<file path="src/rtl/qam_frame_pkg.sv">
// Shared types and helpers for the QAM frame mapper: FSM states, mode
// encodings and Gray-to-binary conversion.
package qam_frame_pkg;

    typedef enum logic [1:0] {
        IDLE,
        HUNT,
        MAP
    } state_t;

    typedef enum logic [1:0] {
        MODE_QPSK   = 2'd0,
        MODE_QAM16  = 2'd1,
        MODE_QAM64  = 2'd2,
        MODE_QAM256 = 2'd3
    } qam_mode_t;

    // Widest axis the helper converts; MAX_M-wide codes are zero-extended into it.
    localparam int unsigned GRAY_W = 8;

    function automatic logic [GRAY_W-1:0] gray2bin(input logic [GRAY_W-1:0] g);
        logic [GRAY_W-1:0] b;
        b[GRAY_W-1] = g[GRAY_W-1];
        for (int unsigned i = 1; i < GRAY_W; i++) begin
            b[GRAY_W-1-i] = g[GRAY_W-1-i] ^ b[GRAY_W-i];
        end
        return b;
    endfunction

endpackage

</file>
<file path="src/rtl/qam_sync_detector.sv">
// Serial sync-word hunter: shifts bits in at the LSB and flags the cycle on
// which the register, including the current bit, equals the sync word.
module qam_sync_detector
    import qam_frame_pkg::*;
#(
    parameter int unsigned         SYNC_LEN  = 16,
    parameter logic [SYNC_LEN-1:0] SYNC_WORD = 16'hA5C3
) (
    input  logic data_clk,
    input  logic rst,
    input  logic clear,
    input  logic shift_en,
    input  logic data_in,
    output logic sync_hit
);

    logic [SYNC_LEN-1:0] sreg_q;
    logic [SYNC_LEN-1:0] shifted;

    assign shifted  = SYNC_LEN'({sreg_q, data_in});
    assign sync_hit = shift_en && (shifted == SYNC_WORD);

    always_ff @(posedge data_clk) begin
        if (rst || clear || sync_hit) begin
            sreg_q <= '0;
        end else if (shift_en) begin
            sreg_q <= shifted;
        end
    end

endmodule

</file>
<file path="src/rtl/qam_frame_mapper.sv">
// Frame-synchronised Gray QAM mapper: hunts for the sync word, then maps a
// fixed-length payload into I/Q level indices with a one-deep pending buffer.
module qam_frame_mapper
    import qam_frame_pkg::*;
#(
    parameter int unsigned         MAX_M        = 4,
    parameter int unsigned         SYNC_LEN     = 16,
    parameter logic [SYNC_LEN-1:0] SYNC_WORD    = 16'hA5C3,
    parameter int unsigned         PAYLOAD_SYMS = 64
) (
    input  logic             data_clk,
    input  logic             rst,
    input  logic             enable,
    input  logic             data_in,
    input  logic [1:0]       mode,
    input  logic             i_q_data_fifo_full,
    output logic [MAX_M-1:0] i_data,
    output logic [MAX_M-1:0] q_data,
    output logic             new_symbol,
    output logic             mapping,
    output logic             overflow
);

    localparam int unsigned M_W   = $clog2(MAX_M + 1);
    localparam int unsigned ACC_W = 2 * MAX_M;
    localparam int unsigned BC_W  = $clog2(ACC_W + 1);
    localparam int unsigned SC_W  = $clog2(PAYLOAD_SYMS + 1);

    state_t state_q, state_d;

    logic [M_W-1:0]   m_q;
    logic [M_W-1:0]   m_new;
    logic [2:0]       mode_m;
    logic [ACC_W-2:0] acc_q;
    logic [ACC_W-1:0] acc_d;
    logic [ACC_W-1:0] axis_mask;
    logic [BC_W-1:0]  bit_cnt_q;
    logic [BC_W-1:0]  two_m;
    logic [SC_W-1:0]  sym_cnt_q;

    logic             pend_valid_q;
    logic [MAX_M-1:0] pend_i_q, pend_q_q;

    logic             hunt_en, sync_hit, map_bit, sym_done, last_sym;
    logic [MAX_M-1:0] i_gray, q_gray, i_bin, q_bin;

    qam_sync_detector #(
        .SYNC_LEN  (SYNC_LEN),
        .SYNC_WORD (SYNC_WORD)
    ) u_sync (
        .data_clk (data_clk),
        .rst      (rst),
        .clear    (!enable),
        .shift_en (hunt_en),
        .data_in  (data_in),
        .sync_hit (sync_hit)
    );

    // Bits per axis, saturated to what the output width can carry.
    assign mode_m = 3'(mode) + 3'd1;
    assign m_new  = (32'(mode_m) > MAX_M) ? M_W'(MAX_M) : M_W'(mode_m);

    assign hunt_en  = (state_q == HUNT) && enable;
    assign map_bit  = (state_q == MAP) && enable;
    assign mapping  = (state_q == MAP);

    assign acc_d     = {acc_q, data_in};
    assign two_m     = BC_W'({m_q, 1'b0});
    assign sym_done  = map_bit && (bit_cnt_q == two_m - BC_W'(1));
    assign last_sym  = (sym_cnt_q == SC_W'(PAYLOAD_SYMS - 1));
    assign axis_mask = ~({ACC_W{1'b1}} << m_q);

    assign i_gray = MAX_M'((acc_d >> m_q) & axis_mask);
    assign q_gray = MAX_M'(acc_d & axis_mask);
    assign i_bin  = MAX_M'(gray2bin(GRAY_W'(i_gray)));
    assign q_bin  = MAX_M'(gray2bin(GRAY_W'(q_gray)));

    always_ff @(posedge data_clk) begin
        if (rst) begin
            state_q <= IDLE;
        end else begin
            state_q <= state_d;
        end
    end

    always_comb begin
        state_d = state_q;
        if (!enable) begin
            state_d = IDLE;
        end else begin
            case (state_q)
                IDLE:    state_d = HUNT;
                HUNT:    if (sync_hit) state_d = MAP;
                MAP:     if (sym_done && last_sym) state_d = HUNT;
                default: state_d = IDLE;
            endcase
        end
    end

    always_ff @(posedge data_clk) begin
        if (rst) begin
            m_q          <= '0;
            acc_q        <= '0;
            bit_cnt_q    <= '0;
            sym_cnt_q    <= '0;
            pend_valid_q <= 1'b0;
            pend_i_q     <= '0;
            pend_q_q     <= '0;
            i_data       <= '0;
            q_data       <= '0;
            new_symbol   <= 1'b0;
            overflow     <= 1'b0;
        end else if (!enable) begin
            acc_q        <= '0;
            bit_cnt_q    <= '0;
            sym_cnt_q    <= '0;
            pend_valid_q <= 1'b0;
            new_symbol   <= 1'b0;
            overflow     <= 1'b0;
        end else begin
            new_symbol <= 1'b0;
            if (sync_hit) begin
                m_q <= m_new;
            end

            if (map_bit) begin
                if (sym_done) begin
                    acc_q     <= '0;
                    bit_cnt_q <= '0;
                    sym_cnt_q <= last_sym ? '0 : sym_cnt_q + SC_W'(1);
                end else begin
                    acc_q     <= acc_d[ACC_W-2:0];
                    bit_cnt_q <= bit_cnt_q + BC_W'(1);
                end
            end

            // The pending symbol always leaves before a newer one; a completion
            // in the same cycle simply takes its place in the buffer.
            if (pend_valid_q && !i_q_data_fifo_full) begin
                i_data     <= pend_i_q;
                q_data     <= pend_q_q;
                new_symbol <= 1'b1;
                if (sym_done) begin
                    pend_i_q <= i_bin;
                    pend_q_q <= q_bin;
                end else begin
                    pend_valid_q <= 1'b0;
                end
            end else if (sym_done) begin
                if (pend_valid_q) begin
                    overflow <= 1'b1;
                end else if (!i_q_data_fifo_full) begin
                    i_data     <= i_bin;
                    q_data     <= q_bin;
                    new_symbol <= 1'b1;
                end else begin
                    pend_valid_q <= 1'b1;
                    pend_i_q     <= i_bin;
                    pend_q_q     <= q_bin;
                end
            end
        end
    end

endmodule

</file>
<file path="config.mk">
export PLATFORM = sky130hd
export DESIGN_NAME = qam_frame_mapper
export DESIGN_NICKNAME = d
export VERILOG_FILES = /design/src/rtl/qam_frame_pkg.sv /design/src/rtl/qam_sync_detector.sv /design/src/rtl/qam_frame_mapper.sv
export SDC_FILE = /design/constraint.sdc
export NUM_CORES = 1
export LEC_CHECK = 0
export ABC_AREA = 1
export BUFFER_PORTS_ARGS = -buffer_cell sky130_fd_sc_hd__buf_2
export CORE_MARGIN = 5
export CORE_UTILIZATION = 64
export DETAILED_ROUTE_END_ITERATION = 6
export GPL_TIMING_DRIVEN = 0
export PLACE_DENSITY = 0.83
export SKIP_LAST_GASP = 1
export SLEW_MARGIN = 20
export SYNTH_ARGS = -nofsm -noshare
export SYNTH_HDL_FRONTEND = slang
export SYNTH_SLANG_ARGS = --single-unit
</file>
<file path="constraint.sdc">
create_clock -name data_clk -period 5 [get_ports data_clk]
set_clock_uncertainty 0.05 [all_clocks]
set_input_delay 0 -clock data_clk [delete_from_list [all_inputs] [get_ports data_clk]]
set_output_delay 0 -clock data_clk [all_outputs]
set_load 0.03 [all_outputs]
</file>
# Yosys cells after proc, flatten, opt, wreduce, memory -nomap -nowiden
# Index checks and enable logic that the tools add are counted.
totals:
  register_bits: 57
  input_bits: 7
  wordCells: 96
op_classes:
  add_sub_neg: 4
  order_cmp: 1
  eq_ne: 10
  shifts: 2
  n_mux: 34
  n_bitwise: 11
  n_reduce_logical: 21
ops:
  columns: ["cell", "n"]
  rows:
  - ["$mux W4", 19]
  - ["$eq A16 B16 Y1 const B", 1]
  - ["$mux W7", 2]
  - ["$mux W1", 9]
  - ["$and A4 B4 Y4", 2]
  - ["$ne A2 B1 Y1 const B", 4]
  - ["$reduce_and A2 Y1", 4]
  - ["$reduce_and A4 Y1", 2]
  - ["$shl A8 B3 Y4 const A", 1]
  - ["$shr A8 B3 Y4", 1]
  - ["$add A7 B1 Y7 const B", 1]
  - ["$eq A7 B6 Y1 const B", 1]
  - ["$logic_and A1 B1 Y1", 6]
  - ["$pmux W2 S3", 1]
  - ["$xor A1 B1 Y1", 6]
  - ["$add A4 B1 Y4 const B", 1]
  - ["$eq A4 B4 Y1", 1]
  - ["$mux W2", 2]
  - ["$not A4 Y4", 1]
  - ["$reduce_bool A2 Y1", 2]
  - ["$sub A4 B1 Y4 const B", 1]
  - ["$add A2 B1 Y3 const B", 1]
  - ["$gt A3 B3 Y1 const B", 1]
  - ["$mux W3", 1]
  - ["9 further kinds", 12]

# Depth between registers and ports, before layout
# Gate-level depths: netlist of the first run.
depth:
  ltp_word: 10
  ltp_mapped: 13

# Hierarchy
# From an unflattened synthesis of the first run, not the netlist that was laid out.
unflattened:
  hier_cells: 392
  area_unflattened_um2: 2935.3
modules_own_cells:
  columns: ["module", "n_inst", "cells_each", "area_per_inst_um2"]
  rows:
  - ["qam_frame_mapper", 1, 317, 2277.2]
  - ["qam_sync_detector", 1, 75, 658.1]

# Worst setup path before layout of the first run
# Ideal clock, no wire load.
synth_path:
  kind: "reg-to-reg"
  from: "reg m_q[1]"
  to: "reg i_data[0]"
  setup_ns: 0.118
  arrival_time_ns: 1.660
  path_slack_ns: 3.172
  path_stages_with_launch: 11
  cell_sequence: "dfxtp_1 -> inv_1 -> ha_1 -> xnor2_1 -> xor2_1 -> nand2_2 -> nand2_2 -> nand2_1 -> buf_6 -> a21oi_1 -> a21oi_1"
synth_via:
  elab_chain_len: 10
synth_lines:
  columns: ["item", "line_no", "rtl"]
  rows:
  - ["start: declaration", "qam_frame_mapper.sv:31", "logic [M_W-1:0] m_q;"]
  - ["start signal: assignment", "qam_frame_mapper.sv:123", "m_q <= m_new;"]
  - ["$shl A8 B3 Y4", "qam_frame_mapper.sv:71", "assign axis_mask = ~({ACC_W{1'b1}} << m_q);"]
  - ["$not A4 Y4", "qam_frame_mapper.sv:71", null]
  - ["$and A4 B4 Y4", "qam_frame_mapper.sv:73", "assign i_gray = MAX_M'((acc_d >> m_q) & axis_mask);"]
  - ["$xor A1 B1 Y1 (3 in a row)", "qam_frame_pkg.sv:25", "b[GRAY_W-1-i] = g[GRAY_W-1-i] ^ b[GRAY_W-i];"]
  - ["$mux W4", "qam_frame_mapper.sv:152", "end else if (!i_q_data_fifo_full) begin"]
  - ["$mux W4", "qam_frame_mapper.sv:150", "if (pend_valid_q) begin"]
  - ["$mux W4", "qam_frame_mapper.sv:149", "end else if (sym_done) begin"]
  - ["$mux W4", "qam_frame_mapper.sv:139", "if (pend_valid_q && !i_q_data_fifo_full) begin"]
  - ["end signal: assignment", "qam_frame_mapper.sv:140", "i_data <= pend_i_q;"]
  - ["end signal: assignment", "qam_frame_mapper.sv:153", "i_data <= i_bin;"]
  - ["end: declaration", "qam_frame_mapper.sv:17", "output logic [MAX_M-1:0] i_data,"]
# Several ways; a longest one is shown, not always the timed one. The select of a mux whose other input is x is not followed.
# A chain may end at the register's enable or synchronous reset.

# Final worst setup path of the first run
layout_path:
  from: "reg m_q[1]"
  to: "reg q_data[0]"
layout_via:
  elab_chain_len: 10
layout_lines:
  columns: ["item", "line_no", "rtl"]
  rows:
  - ["$shl A8 B3 Y4", "qam_frame_mapper.sv:71", null]
  - ["$not A4 Y4", "qam_frame_mapper.sv:71", null]
  - ["$and A4 B4 Y4", "qam_frame_mapper.sv:74", "assign q_gray = MAX_M'(acc_d & axis_mask);"]
  - ["$xor A1 B1 Y1 (3 in a row)", "qam_frame_pkg.sv:25", null]
  - ["$mux W4", "qam_frame_mapper.sv:152", null]
  - ["$mux W4", "qam_frame_mapper.sv:150", null]
  - ["$mux W4", "qam_frame_mapper.sv:149", null]
  - ["$mux W4", "qam_frame_mapper.sv:139", null]
  - ["end signal: assignment", "qam_frame_mapper.sv:141", "q_data <= pend_q_q;"]
  - ["end signal: assignment", "qam_frame_mapper.sv:154", "q_data <= q_bin;"]
  - ["end: declaration", "qam_frame_mapper.sv:18", "output logic [MAX_M-1:0] q_data,"]
# Several ways; a longest one is shown, not always the timed one. The select of a mux whose other input is x is not followed.

==> results of run 1 <==
-- layout make-up --
class,count,area share [%]
multi-input cells,275,45.1
flip-flops and latches,57,36.1
clock buffers,13,4.71
inverters,38,4.67
repair buffers,20,3.64
plain buffers,12,2.42
well taps,52,2.06
clock inverters,3,1.27
-- metrics by stage --
| step | utilization, % | std cells | power (uW) |
|---|---|---|---|
| detailed placement | 68.5 | 451 | 492 |
| global placement | 68.5 | 451 | 491 |
| CTS | 73.6 | 470 | 904 |
| global route | 73.6 | 470 | 936 |
| finish | 73.6 | 470 | 902 |
| floorplan | - | 382 | 482 |
-- where the power goes --
group | switching, uW | internal (uW)
clock network | 176 | 243
logic | 19.7 | 8.34
registers | 0.990 | 455
-- Yosys cell counts --
library cell    n
inv_1          33
nor3_2          1
ha_1            9
nand2_1       102
clkbuf_1        6
o21ai_1         9
nand3_1        27
o2bb2ai_1       1
or2_0           2
nor2_4          1
nand4_1         2
o21a_1          1
inv_2           3
xnor2_1         4
nor2_8          1
o21ai_0         8
dfxtp_1        57
nor2_2          2
a21boi_0        1
xor2_1          5
nor3_1          3
clkinv_1        1
o211ai_1        5
a31oi_1         1
a21oi_1        43
buf_2           1
and2_1          1
nand3_2         1
clkinv_4        1
o21ai_2         1
o32ai_1         8
o2111ai_1       1
nor4_1          2
buf_6           3
a21o_1          1
buf_4           2
nor2_1         28
nand2_2         4
-- worst paths after layout --
kind	from	endpoint	slack, ns	cells past startpoint
max	m_q[1]	q_data[0]	2.87	10
min	enable	bit_cnt_q[1]	0.01	4
max reg2reg	m_q[1]	q_data[0]	2.87	10
min reg2reg	overflow	overflow	0.40	2
-- sequential cells by signal, summed over array words and instances, names as in the netlist, 4 cells and up --
signal / count
acc_q: 7
pend_i_q: 4
pend_q_q: 4
sym_cnt_q: 7
u_sync.sreg_q: 15
q_data: 4
i_data: 4
bit_cnt_q: 4
-- tightest hold or removal path, stage by stage --
cell and delay [ns]:
buf_2 0.10, nand2_2 0.07, clkinv_4 0.09, o32ai_1 0.08
-- metal layers --
metal | up-vias | track usage, %
li1 | 1329 | -
met1 | 1138 | 27.7
met2 | 48 | 32.9
met3 | 10 | 4.61
met4 | 0 | 9.43
met5 | - | 0
-- what timing repair did --
item,in CTS,in global routing
hold buffers,3,0
endpoints found under the hold margin,8,0
gates resized for setup,0,0
-- logic make-up (layout without fill, tap and decap cells) --
kind of cell	after synthesis	in the layout
buffers and inverters	50	86
DFF	57	57
and+or+nand+nor	177	177
xor gates and xnor gates	9	9
adders and majority gates	9	9
AOI/OAI and AO/OA	80	80
==> summary.md, run 1 <==
| Metric | Value |
|---|---|
| Status | finished clean |
| Final Instance Area | 3160 sq um |
| Largest family of logic cells by synthesized area | simple AND/OR/NAND/NOR gates |
| M1 WL | 2760 um |
| Synth top area cells | dfxtp_1 (41%), nand2_1 (14%), a21oi_1 (7.7%), nand3_1 (4.8%), inv_1 (4.4%) |
| Initial antenna violation count | 0 |
| Commonest non-fill, non-tap cell in the layout | nand2_1 |
| Synth Instances | 382 |
| Crit path kind | register to register |
| Worst hold path class | input port to register |
| Crit path largest cell delay | 0.45 ns |
| Post-Synthesis Cell Area | 2790 sq um |
| CTS max path bufs | 2 |
| Vias in the first global route | 2337 |
| Routed vias/inst | 5.37 |
| Largest area contributor in the netlist | dfxtp_1 |
| Met3 wire length | 252 um |
| Post-synthesis simple-gate area fraction | 27.6% |
| Fill cells | 371 |
| Syn nets | a little under 400 |
| Final GP Congestion | 0.975 |
| Post-Synth Adder-Cell Area | 4.04% |
| Compound-Gate Fraction of Synth Area | 16.6% |
| CP Cell Sequence | inv_1 -> ha_1 -> xnor2_1 -> xor2_1 -> nand2_2 -> nand2_2 -> nand2_1 -> buf_6 -> a21oi_1 -> a21oi_1 |
| Cell Rows | 24 |
| Total number of vias | between 2k and 3k |
| Post-DRT Antenna Nets | 0 |
| Avg WL per Cell | 12.3 um |
| Worst path slowest cell | dfxtp_1 |
| Buffers on Ports | 17 |
| Synth Area in XOR/XNOR | 2.83% |
| Layout cells sized above 1 | 12.2% |
| First-pass GRT wire length | around 10000 um |
| Die area | 5780 sq um |
| Distinct cells, synth | 38 |
| Fin crit share | roughly 43% |
| Final-report hold violation count | 0 |
| Fin crit period | between 2 and 2.5 ns |
| Worst slew pin tran | 0.528 ns |
| Core footprint | 4290 sq um |
| Slack of the critical path | approximately 2.9 ns |
| ANT cells | 0 |
| H-tree level count | 3 |
| Yosys reg bits | 57 |
| Clk sinks | 57 |
| Yosys warns | 0 |
| GR Overflow Total | 0 |
| Worst vdd ir | roughly 0.00019 V |
| Commonest non-fill, non-tap cells in the layout | nand2_1 (102), dfxtp_1 (57), a21oi_1 (43) |
| All-Layer GR Usage | about a fifth |
| Post-DP HPWL | 4120 um |
| Die Y | around 76 um |
| Post-route setup TNS | 0 ns |
| Slew Viols, Final | 0 |
| Skew-Pair Late Insertion Delay | 0.34 ns |
| Die Wd | roughly 76 um |
| Layout area overhead | 13.2% |
| Total of max-cap violations | 0 |
| Setup crit start kind | register |
| Worst hold margin | 0.0135 ns |
| Critical path's top delay family | flip-flops |
| Detailed Route WL | 5790 um |
| Reg area | around 1100 sq um |
| Power Density | 286 nW/um^2 |
| RSZ-0062 raised after global routing | false |
| Slew HR | 64.8% |
| First-pass DRT Iterations | 4 |
| CP Data Arrival Time | approximately 2.3 ns |
| DRC Markers | 0 |
| Initial core utilization | 65.0% |
| Uppermost layer routed | met4 |
| Sequential area share after synthesis | 40.9% |
| IO Pins | 18 |
| Worst Path Required | ~5.2 ns |
| Pin count of the biggest net entering global routing | 11 |
| Final #Nets | roughly 430 |
| Crit path buffers/inverters | 2 |
| Post-place setup slack | 2.86 ns |
| Crit. End Element | register |
| Post-CTS Setup Bufs | 0 |
| CTS buffer count | 9 |
| Pleak | 0.00129 uW |
| Multiplexer area fraction after synthesis | 0% |
| Synth top area share | between 40 and 50% |
| Area of the multi-input gates | between 1000 and 1500 sq um |
| Met2 wire length | 2660 um |
| Root buf cell | clkbuf_8 |
| Final setup violating endpoints | 0 |
| Area after DPL | about 3000 sq um |
| Achievable Freq | ~470 MHz |
| Worst-path maximum fanout | 10 |
| Initial DRC count | 124 |
| Post-Syn Area per Cell | 7.30 sq um |
| CTS tree | yes |
| Worst-path clk slew | about 0.060 ns |
No activity file was read; power rests on OpenSTA's default activity.
==> run 2: changes to the inputs <==
- ABC_AREA: 1 -> 0
- CORE_UTILIZATION: 64 -> 54
- PLACE_DENSITY: 0.83 -> 0.74
- clock period: 5 -> 1.75 ns (I/O delays scaled with it)
==> run 2 against run 1 <==
The flow now finishes with violations (setup timing). Synthesized cell count decreased by 22%. Worst setup slack got worse by 3.3 ns. Sequential power increased to 2.9 times the previous value. Total power increased to 2.8 times the previous value. Critical endpoint is now sym_cnt_q[5]. Highest routed layer unchanged.
==> summary.md, run 2 <==
| Metric | Value |
|---|---|
| Die area | 6390 sq um (was 5780 sq um) |
| CP Cell Sequence | buf_6 -> inv_6 -> ha_4 -> xor3_2 -> nor4_4 -> buf_4 -> buf_6 -> and3_4 -> nand4_1 -> xor2_1 -> nor2_1 (was inv_1 -> ha_1 -> xnor2_1 -> xor2_1 -> nand2_2 -> nand2_2 -> nand2_1 -> buf_6 -> a21oi_1 -> a21oi_1) |
| Final setup violating endpoints | 51 (was 0) |
| Skew-Pair Late Insertion Delay | 0.34 ns (about the same) |
| Synth Instances | 297 (was 382) |
| Critical path's top delay family | simple AND/OR/NAND/NOR gates (was flip-flops) |
| Worst slew pin tran | 0.657 ns (was 0.528 ns) |
| Synth Flop Type | dfxtp_1 (unchanged) |
| GRT busiest layer | met2 (unchanged) |
| Met1 usage | 24.2% (was 27.7%) |
| Layout area overhead | 34.2% (was 13.2%) |
| Fill cells | 322 (was 371) |
| Sequential area share after synthesis | 43.2% (was 40.9%) |
| Pin count of the biggest net entering global routing | 11 (unchanged) |
| Final #Nets | 372 (was 429) |
| IO Pins | 18 (unchanged) |
| Cell Rows | 25 (was 24) |
| CTS buffer count | 9 (unchanged) |
| Synth top area cells | dfxtp_1 (43%), nand2_1 (7.0%), a21oi_1 (5.7%), nor2_1 (5.1%), ha_1 (4.3%) (was dfxtp_1 (41%), nand2_1 (14%), a21oi_1 (7.7%), nand3_1 (4.8%), inv_1 (4.4%)) |
| Int Power | 1990 uW (was 706 uW) |
| Initial core utilization | 55.9% (was 65.0%) |
| All-Layer GR Usage | 22.0% (was 21.1%) |
| ANT cells | 0 (unchanged) |
| Distinct cells, synth | 46 (was 38) |
| Total number of vias | 2344 (was 2525) |
| Slack of the critical path | -0.442 ns (was 2.87 ns) |
| Total of max-cap violations | 0 (unchanged) |
| Top reg by flops | u_sync.sreg_q (unchanged) |
| RSZ-0062 raised after global routing | true (was false) |
| Yosys warns | 0 (unchanged) |
| Layout cells sized above 1 | 32.1% (was 12.2%) |
| Largest area contributor in the netlist | dfxtp_1 (unchanged) |
| Post-DP HPWL | 3830 um (was 4120 um) |
| CTS tree | yes (unchanged) |
| Cells on worst reg2reg path | 11 (was 10) |
| Initial antenna violation count | 0 (unchanged) |
| Logic pwr share | 3.3% (was 3.1%) |
| CP Data Arrival Time | 2.38 ns (was 2.31 ns) |
| H-tree level count | 3 (unchanged) |
| Hold_sp | enable (unchanged) |
| Clk sinks | 57 (unchanged) |
| Area of the multi-input gates | 1610 sq um (was 1430 sq um) |
| Worst hold path class | input port to register (unchanged) |
| GR Overflow Total | 0 (unchanged) |
| M3 GR Usage | 5.08% (was 4.61%) |
| CP startpoint | m_q[1] (unchanged) |
| Number of synthesized flops with an enable pin | 0 (unchanged) |
| Worst-path clk slew | 0.06 ns (about the same) |
| Root buf cell | clkbuf_8 (unchanged) |
| Top-count cell post-synth | dfxtp_1 (was nand2_1) |
| Violated checks | setup timing |
| Leading registers by flop count | u_sync.sreg_q x15, acc_q x7, sym_cnt_q x7 (unchanged) |
| Die Wd | 80.0 um (was 76.0 um) |
| Yosys reg bits | 57 (unchanged) |
| Crit. End Element | register (unchanged) |
| R2R Setup Slk | -0.44 ns (was 2.87 ns) |
| Most frequent cells after synthesis | dfxtp_1 (57), nand2_1 (49), nor2_1 (36) (was nand2_1 (102), dfxtp_1 (57), a21oi_1 (43)) |
| CP endpoint | sym_cnt_q[5] (was q_data[0]) |
| Pleak | 0.00138 uW (was 0.00129 uW) |
| Achievable Freq | 456 MHz (was 469 MHz) |
| First-pass DRT Iterations | 4 (unchanged) |
| Power Density | 719 nW/um^2 (was 286 nW/um^2) |
| Slew HR | 56.1% (was 64.8%) |
| Fin crit share | 125% (was 42.6%) |
| Avg WL per Cell | 14.9 um (was 12.3 um) |
| Fin crit period | 2.19 ns (was 2.13 ns) |
| Crit Reg-Reg Endpoint | sym_cnt_q[5] (was q_data[0]) |
| Sw frac | 21.9% (was 21.8%) |
| Status | finished, violations left (was finished clean) |
| Setup crit start kind | register (unchanged) |
| Routed vias/inst | 5.48 (was 5.37) |
| Power Total | 2550 uW (was 902 uW) |
| Post-DRT Antenna Nets | 0 (unchanged) |
| Post-Synthesis Cell Area | 2640 sq um (was 2790 sq um) |
| FF-to-FF Start | m_q[1] (unchanged) |
| Commonest non-fill, non-tap cell in the layout | dfxtp_1 (was nand2_1) |
| Worst Path Required | 1.94 ns (was 5.18 ns) |
| Crit path buffers/inverters | 4 (was 2) |
| Crit path depth | 11 (was 10) |
| Crit path kind | register to register (unchanged) |
| Worst-path maximum fanout | 3 (was 10) |
| Slew Viols, Final | 0 (unchanged) |
| Clk pwr share | 45.8% (was 46.3%) |
| Worst hold margin | 0.0904 ns (was 0.0135 ns) |
| Die Y | 80.0 um (was 76.0 um) |
| DRC Markers | 0 (unchanged) |
| Sequential power share | 50.9% (was 50.5%) |
| Reg area | 1150 sq um (was 1140 sq um) |
| Final-report hold violation count | 0 (unchanged) |
| Syn nets | 313 (was 398) |
| Initial DRC count | 128 (was 124) |
| Most used cell, CP | buf_6 |
| Synth async-reset ratio | 0% (unchanged) |
| Switching pwr | 557 uW (was 196 uW) |
| Buffers on Ports | 17 (unchanged) |
| Detailed Route WL | 6360 um (was 5790 um) |
| CTS max path bufs | 2 (unchanged) |
| Final GP Congestion | 0.749 (was 0.975) |
| Max FFs per register | 15 (unchanged) |
| Post-Syn Area per Cell | 8.90 sq um (was 7.30 sq um) |
| First-pass GRT wire length | 10800 um (was 10200 um) |
| Worst vdd ir | 0.000484 V (was 0.000188 V) |
| Commonest non-fill, non-tap cells in the layout | dfxtp_1 (53), nand2_1 (44), nor2_1 (32) (was nand2_1 (102), dfxtp_1 (57), a21oi_1 (43)) |
| Vias in the first global route | 2354 (was 2337) |
| Synth top area share | 43.2% (was 40.9%) |
| GR Util met2 | 38.2% (was 32.9%) |
| Crit path largest cell delay | 0.32 ns (was 0.45 ns) |
| Core footprint | 4720 sq um (was 4290 sq um) |
| Worst path slowest cell | dfxtp_2 (was dfxtp_1) |
[run 2: changes by cell type in the layout (fill, tap and decap cells not counted), moves of 10 or more]
cell     change
nand2_1     -58
a21oi_2     +10
a21oi_1     -24
mux2i_1     +11
buf_6       +11
buf_4       +15
nand3_1     -24
inv_1       -29
[run 2: logic make-up after synthesis]
family                   count (synthesis)  share of synthesized area, %
AO/OA/AOI/OAI                           60                          14.9
flip-flops                              57                          43.2
multiplexers                            13                          5.87
adder cells (fa/ha/maj)                  9                          4.26
XOR/XNOR                                19                          6.87
AND/OR/NAND/NOR                        119                          21.4
buffers and inverters                   20                          3.46
[run 2: power by group through the flow]
stage	logic, uW	registers (uW)	clock network (uW)
after floorplan	37.9	1330	0
after global placement	62.6	1330	0
after detailed placement	62.8	1330	0
after CTS	81.4	1300	1190
after global routing	91.4	1300	1250
final	83.9	1300	1170
[run 2: tightest hold or removal path, cell delays in order]
cell,delay [ns]
buf_2,0.15
nand2_2,0.11
nor2_4,0.04
nand2_1,0.08
a21oi_1,0.06
[run 2: worst min path at each step]
stage                             endpoint  cells after the start
after floorplan                   acc_q[0]                      1
after global placement              m_q[0]                      3
after detailed placement            m_q[0]                      3
after CTS                 u_sync.sreg_q[8]                      5
after global routing      u_sync.sreg_q[8]                      5
final                     u_sync.sreg_q[8]                      5
[run 2: per-layer routing]
layer / up-vias / routed length (um)
met4: 0 / 133
li1: 1146 / -
met1: 1135 / 2730
met2: 48 / 3240
met3: 15 / 258
met5: - / 0
[run 2: timing repair]
item,4_1_cts,5_1_grt
cloned,3,0
buffers inserted,22,5
hold buffers,5,0
gates resized for setup,47,17
setup endpoints to repair,55,56
pin swaps,24,8
endpoints found under the hold margin,7,0
[run 2: final cells by class]
type	instances	area share, %
clock inverters	2	0.282
inverters	6	0.988
flip-flops and latches	57	32.4
well taps	67	2.36
plain buffers	13	2.47
repair buffers	49	10.8
clock buffers	14	5.15
multi-input cells	220	45.5
[run 2: through the flow]
step	utilization, %	setup WS [ns]	cell area (sq um)	TNS (ns)	instances
3_5_place_dp	60.7	-0.784	2870	-20.14	381
4_1_cts	73.5	-0.384	3470	-9.67	427
5_1_grt	75.1	-0.507	3550	-16.98	428
2_1_floorplan	-	-0.532	2700	-10.01	297
3_3_place_gp	60.7	-0.766	2870	-19.52	381
6_report	75.1	-0.442	3550	-12.34	428
==> run 3: changes to the inputs <==
- ABC_AREA: 0 -> 1
==> run 3 against run 2 <==
The flow finishes with violations (hold timing, setup timing). Combinational power rose by 23%. Design area rose by 6.3%. Clock power rose by 9%. Maximum frequency rose by 23%. Register-to-register slack improved by 0.41 ns. Worst setup slack improved by 0.41 ns. Final cell count rose by 20%. First-iteration DRC count fell by 3.9%. Global-route usage fell by 0.73 points. Critical path depth did not move.
==> summary.md, run 3 (same netlist as run 1, synthesis figures left out) <==
| Metric | Value |
|---|---|
| Status | finished, violations left (unchanged) |
| Violated checks | hold timing, setup timing (was setup timing) |
| DRC Markers | 0 (unchanged) |
| Initial DRC count | 123 (was 128) |
| Power Density | 709 nW/um^2 (was 719 nW/um^2) |
| CTS max path bufs | 2 (unchanged) |
| Worst-path clk slew | 0.07 ns (was 0.06 ns) |
| Commonest non-fill, non-tap cells in the layout | nand2_1 (87), dfxtp_1 (53), a21oi_1 (33) (was dfxtp_1 (53), nand2_1 (44), nor2_1 (32)) |
| Layout cells sized above 1 | 31.0% (was 32.1%) |
| Worst-path maximum fanout | 6 (was 3) |
| Slack of the critical path | -0.0294 ns (was -0.442 ns) |
| Initial antenna violation count | 0 (unchanged) |
| Total of max-cap violations | 0 (unchanged) |
| Fill cells | 363 (was 322) |
| Slew HR | 51.1% (was 56.1%) |
| Top reg by flops | u_sync.sreg_q (unchanged) |
| First-pass DRT Iterations | 4 (unchanged) |
| Post-route setup TNS | -0.166 ns (was -12.34 ns) |
| H-tree level count | 3 (unchanged) |
| Final-report hold violation count | 1 (was 0) |
| Root buf cell | clkbuf_8 (unchanged) |
| Routed vias/inst | 5.32 (was 5.48) |
| Worst slew pin tran | 0.733 ns (was 0.657 ns) |
| Die Y | 81.9 um (was 80.0 um) |
| CP Data Arrival Time | 1.92 ns (was 2.38 ns) |
| Layout area overhead | 35.1% (was 34.2%) |
| CTS tree | yes (unchanged) |
| First-pass GRT wire length | 11000 um (was 10800 um) |
| Finished Layout Cells | 512 (was 428) |
| GR Overflow Total | 0 (unchanged) |
| Die area | 6700 sq um (was 6390 sq um) |
| FF-to-FF Start | m_q[0] (was m_q[1]) |
| Avg WL per Cell | 13.4 um (was 14.9 um) |
| IO Pins | 18 (unchanged) |
| Core footprint | 5070 sq um (was 4720 sq um) |
| Setup crit start kind | register (unchanged) |
| Pin count of the biggest net entering global routing | 11 (unchanged) |
| Hold_sp | mode[1] (was enable) |
| Commonest non-fill, non-tap cell in the layout | nand2_1 (was dfxtp_1) |
| Placed cell count | 469 (was 381) |
| Die Wd | 81.9 um (was 80.0 um) |
| Crit path kind | register to register (unchanged) |
| ANT cells | 0 (unchanged) |
| All-Layer GR Usage | 21.2% (was 22.0%) |
| Crit. End Element | register (unchanged) |
| Final #Nets | 453 (was 372) |
| Achievable Freq | 562 MHz (was 456 MHz) |
| Initial core utilization | 55.0% (was 55.9%) |
| Worst hold path class | input port to register (unchanged) |
| Final GP Congestion | 0.824 (was 0.749) |
| Total number of vias | 2723 (was 2344) |
| Pleak | 0.00153 uW (was 0.00138 uW) |
| Final setup violating endpoints | 11 (was 51) |
| Layout Utilization | 74.3% (was 75.1%) |
| Buffers on Ports | 17 (unchanged) |
| Worst Path Required | 1.89 ns (was 1.94 ns) |
| Vias in the first global route | 2482 (was 2354) |
| Detailed Route WL | 6880 um (was 6360 um) |
| Worst hold margin | -0.0125 ns (was 0.0904 ns) |
| Post-place setup slack | -0.212 ns (was -0.784 ns) |
| Post-DP HPWL | 4250 um (was 3830 um) |
| Slew Viols, Final | 0 (unchanged) |
| CTS buffer count | 9 (unchanged) |
| Leading registers by flop count | u_sync.sreg_q x15, acc_q x7, sym_cnt_q x7 (unchanged) |
| Skew-Pair Late Insertion Delay | 0.33 ns (was 0.34 ns) |
| CP startpoint | m_q[0] (was m_q[1]) |
| Fin crit share | 102% (was 125%) |
| Post-DRT Antenna Nets | 0 (unchanged) |
| RSZ-0062 raised after global routing | true (unchanged) |
| Area of the multi-input gates | 1730 sq um (was 1610 sq um) |
| Worst vdd ir | 0.000511 V (was 0.000484 V) |
| Cell Rows | 26 (was 25) |
| Max FFs per register | 15 (unchanged) |
| Reg area | 1150 sq um (about the same) |
| Fin crit period | 1.78 ns (was 2.19 ns) |
| Clk sinks | 57 (unchanged) |
## run 3: cell count changes in the layout (fill, tap and decap cells not counted), sizes merged, moves of 8 or more
| cell | change |
|---|---|
| a21oi | +13 |
| o21ai | +14 |
| mux2i | -11 |
| nand2 | +57 |
| a22o | -8 |
| inv | +29 |
| nand3 | +25 |
| o32ai | +8 |
## run 3: layout make-up
type / count / share of cell area [%]
timing repair buffer: 44 / 8.99
clock inverter: 2 / 0.929
sequential: 57 / 30.5
tap: 70 / 2.32
buffer: 11 / 2.29
multi-input combinational: 276 / 45.8
inverter: 38 / 4.51
clock buffer: 14 / 4.58
## run 3: power breakdown
group	switching [uW]	internal [uW]	leakage, uW
Combinational	68.7	33.9	0.000959
Sequential	3.00	1300	0.000462
Clock	498	773	0.000107
## run 3: per-stage QoR
| step | power [uW] | cell area, sq um |
|---|---|---|
| final | 2670 | 3770 |
| after floorplan | 1380 | 2790 |
| after global routing | 2770 | 3770 |
| after CTS | 2680 | 3410 |
| after detailed placement | 1410 | 2970 |
| after global placement | 1410 | 2970 |
## run 3: path summary, 6_finish.rpt
| path | end | slack (ns) | cells after the start |
|---|---|---|---|
| setup / recovery | pend_valid_q | -0.03 | 11 |
| hold / removal | m_q[1] | -0.01 | 4 |
| setup reg to reg | pend_valid_q | -0.03 | 11 |
| hold reg to reg | pend_q_q[1] | 0.41 | 2 |
## run 3: routing by layer
metal  vias up  GRT usage [%]  wire [um]
met5         -              0          0
met2        51           35.9       3540
met4         0           11.1        108
met3        10           3.95        218
met1      1278           25.4       3010
li1       1384              -          -
## run 3: timing repair
action	in CTS	in global routing
gates cloned	3	1
hold endpoints to repair	8	0
pin swaps	9	23
hold buffers	3	0
buffers inserted	9	12
resized for setup	23	72
endpoints found under the setup margin	51	46
## run 3: worst max-delay path: stages (launching register included)
cell	delay [ns]
dfxtp_4	0.39
inv_6	0.05
ha_4	0.15
xnor2_2	0.14
xor2_1	0.18
nand2_2	0.14
buf_6	0.16
inv_8	0.08
buf_4	0.11
nand2_1	0.06
nand3_1	0.08
a21oi_1	0.07
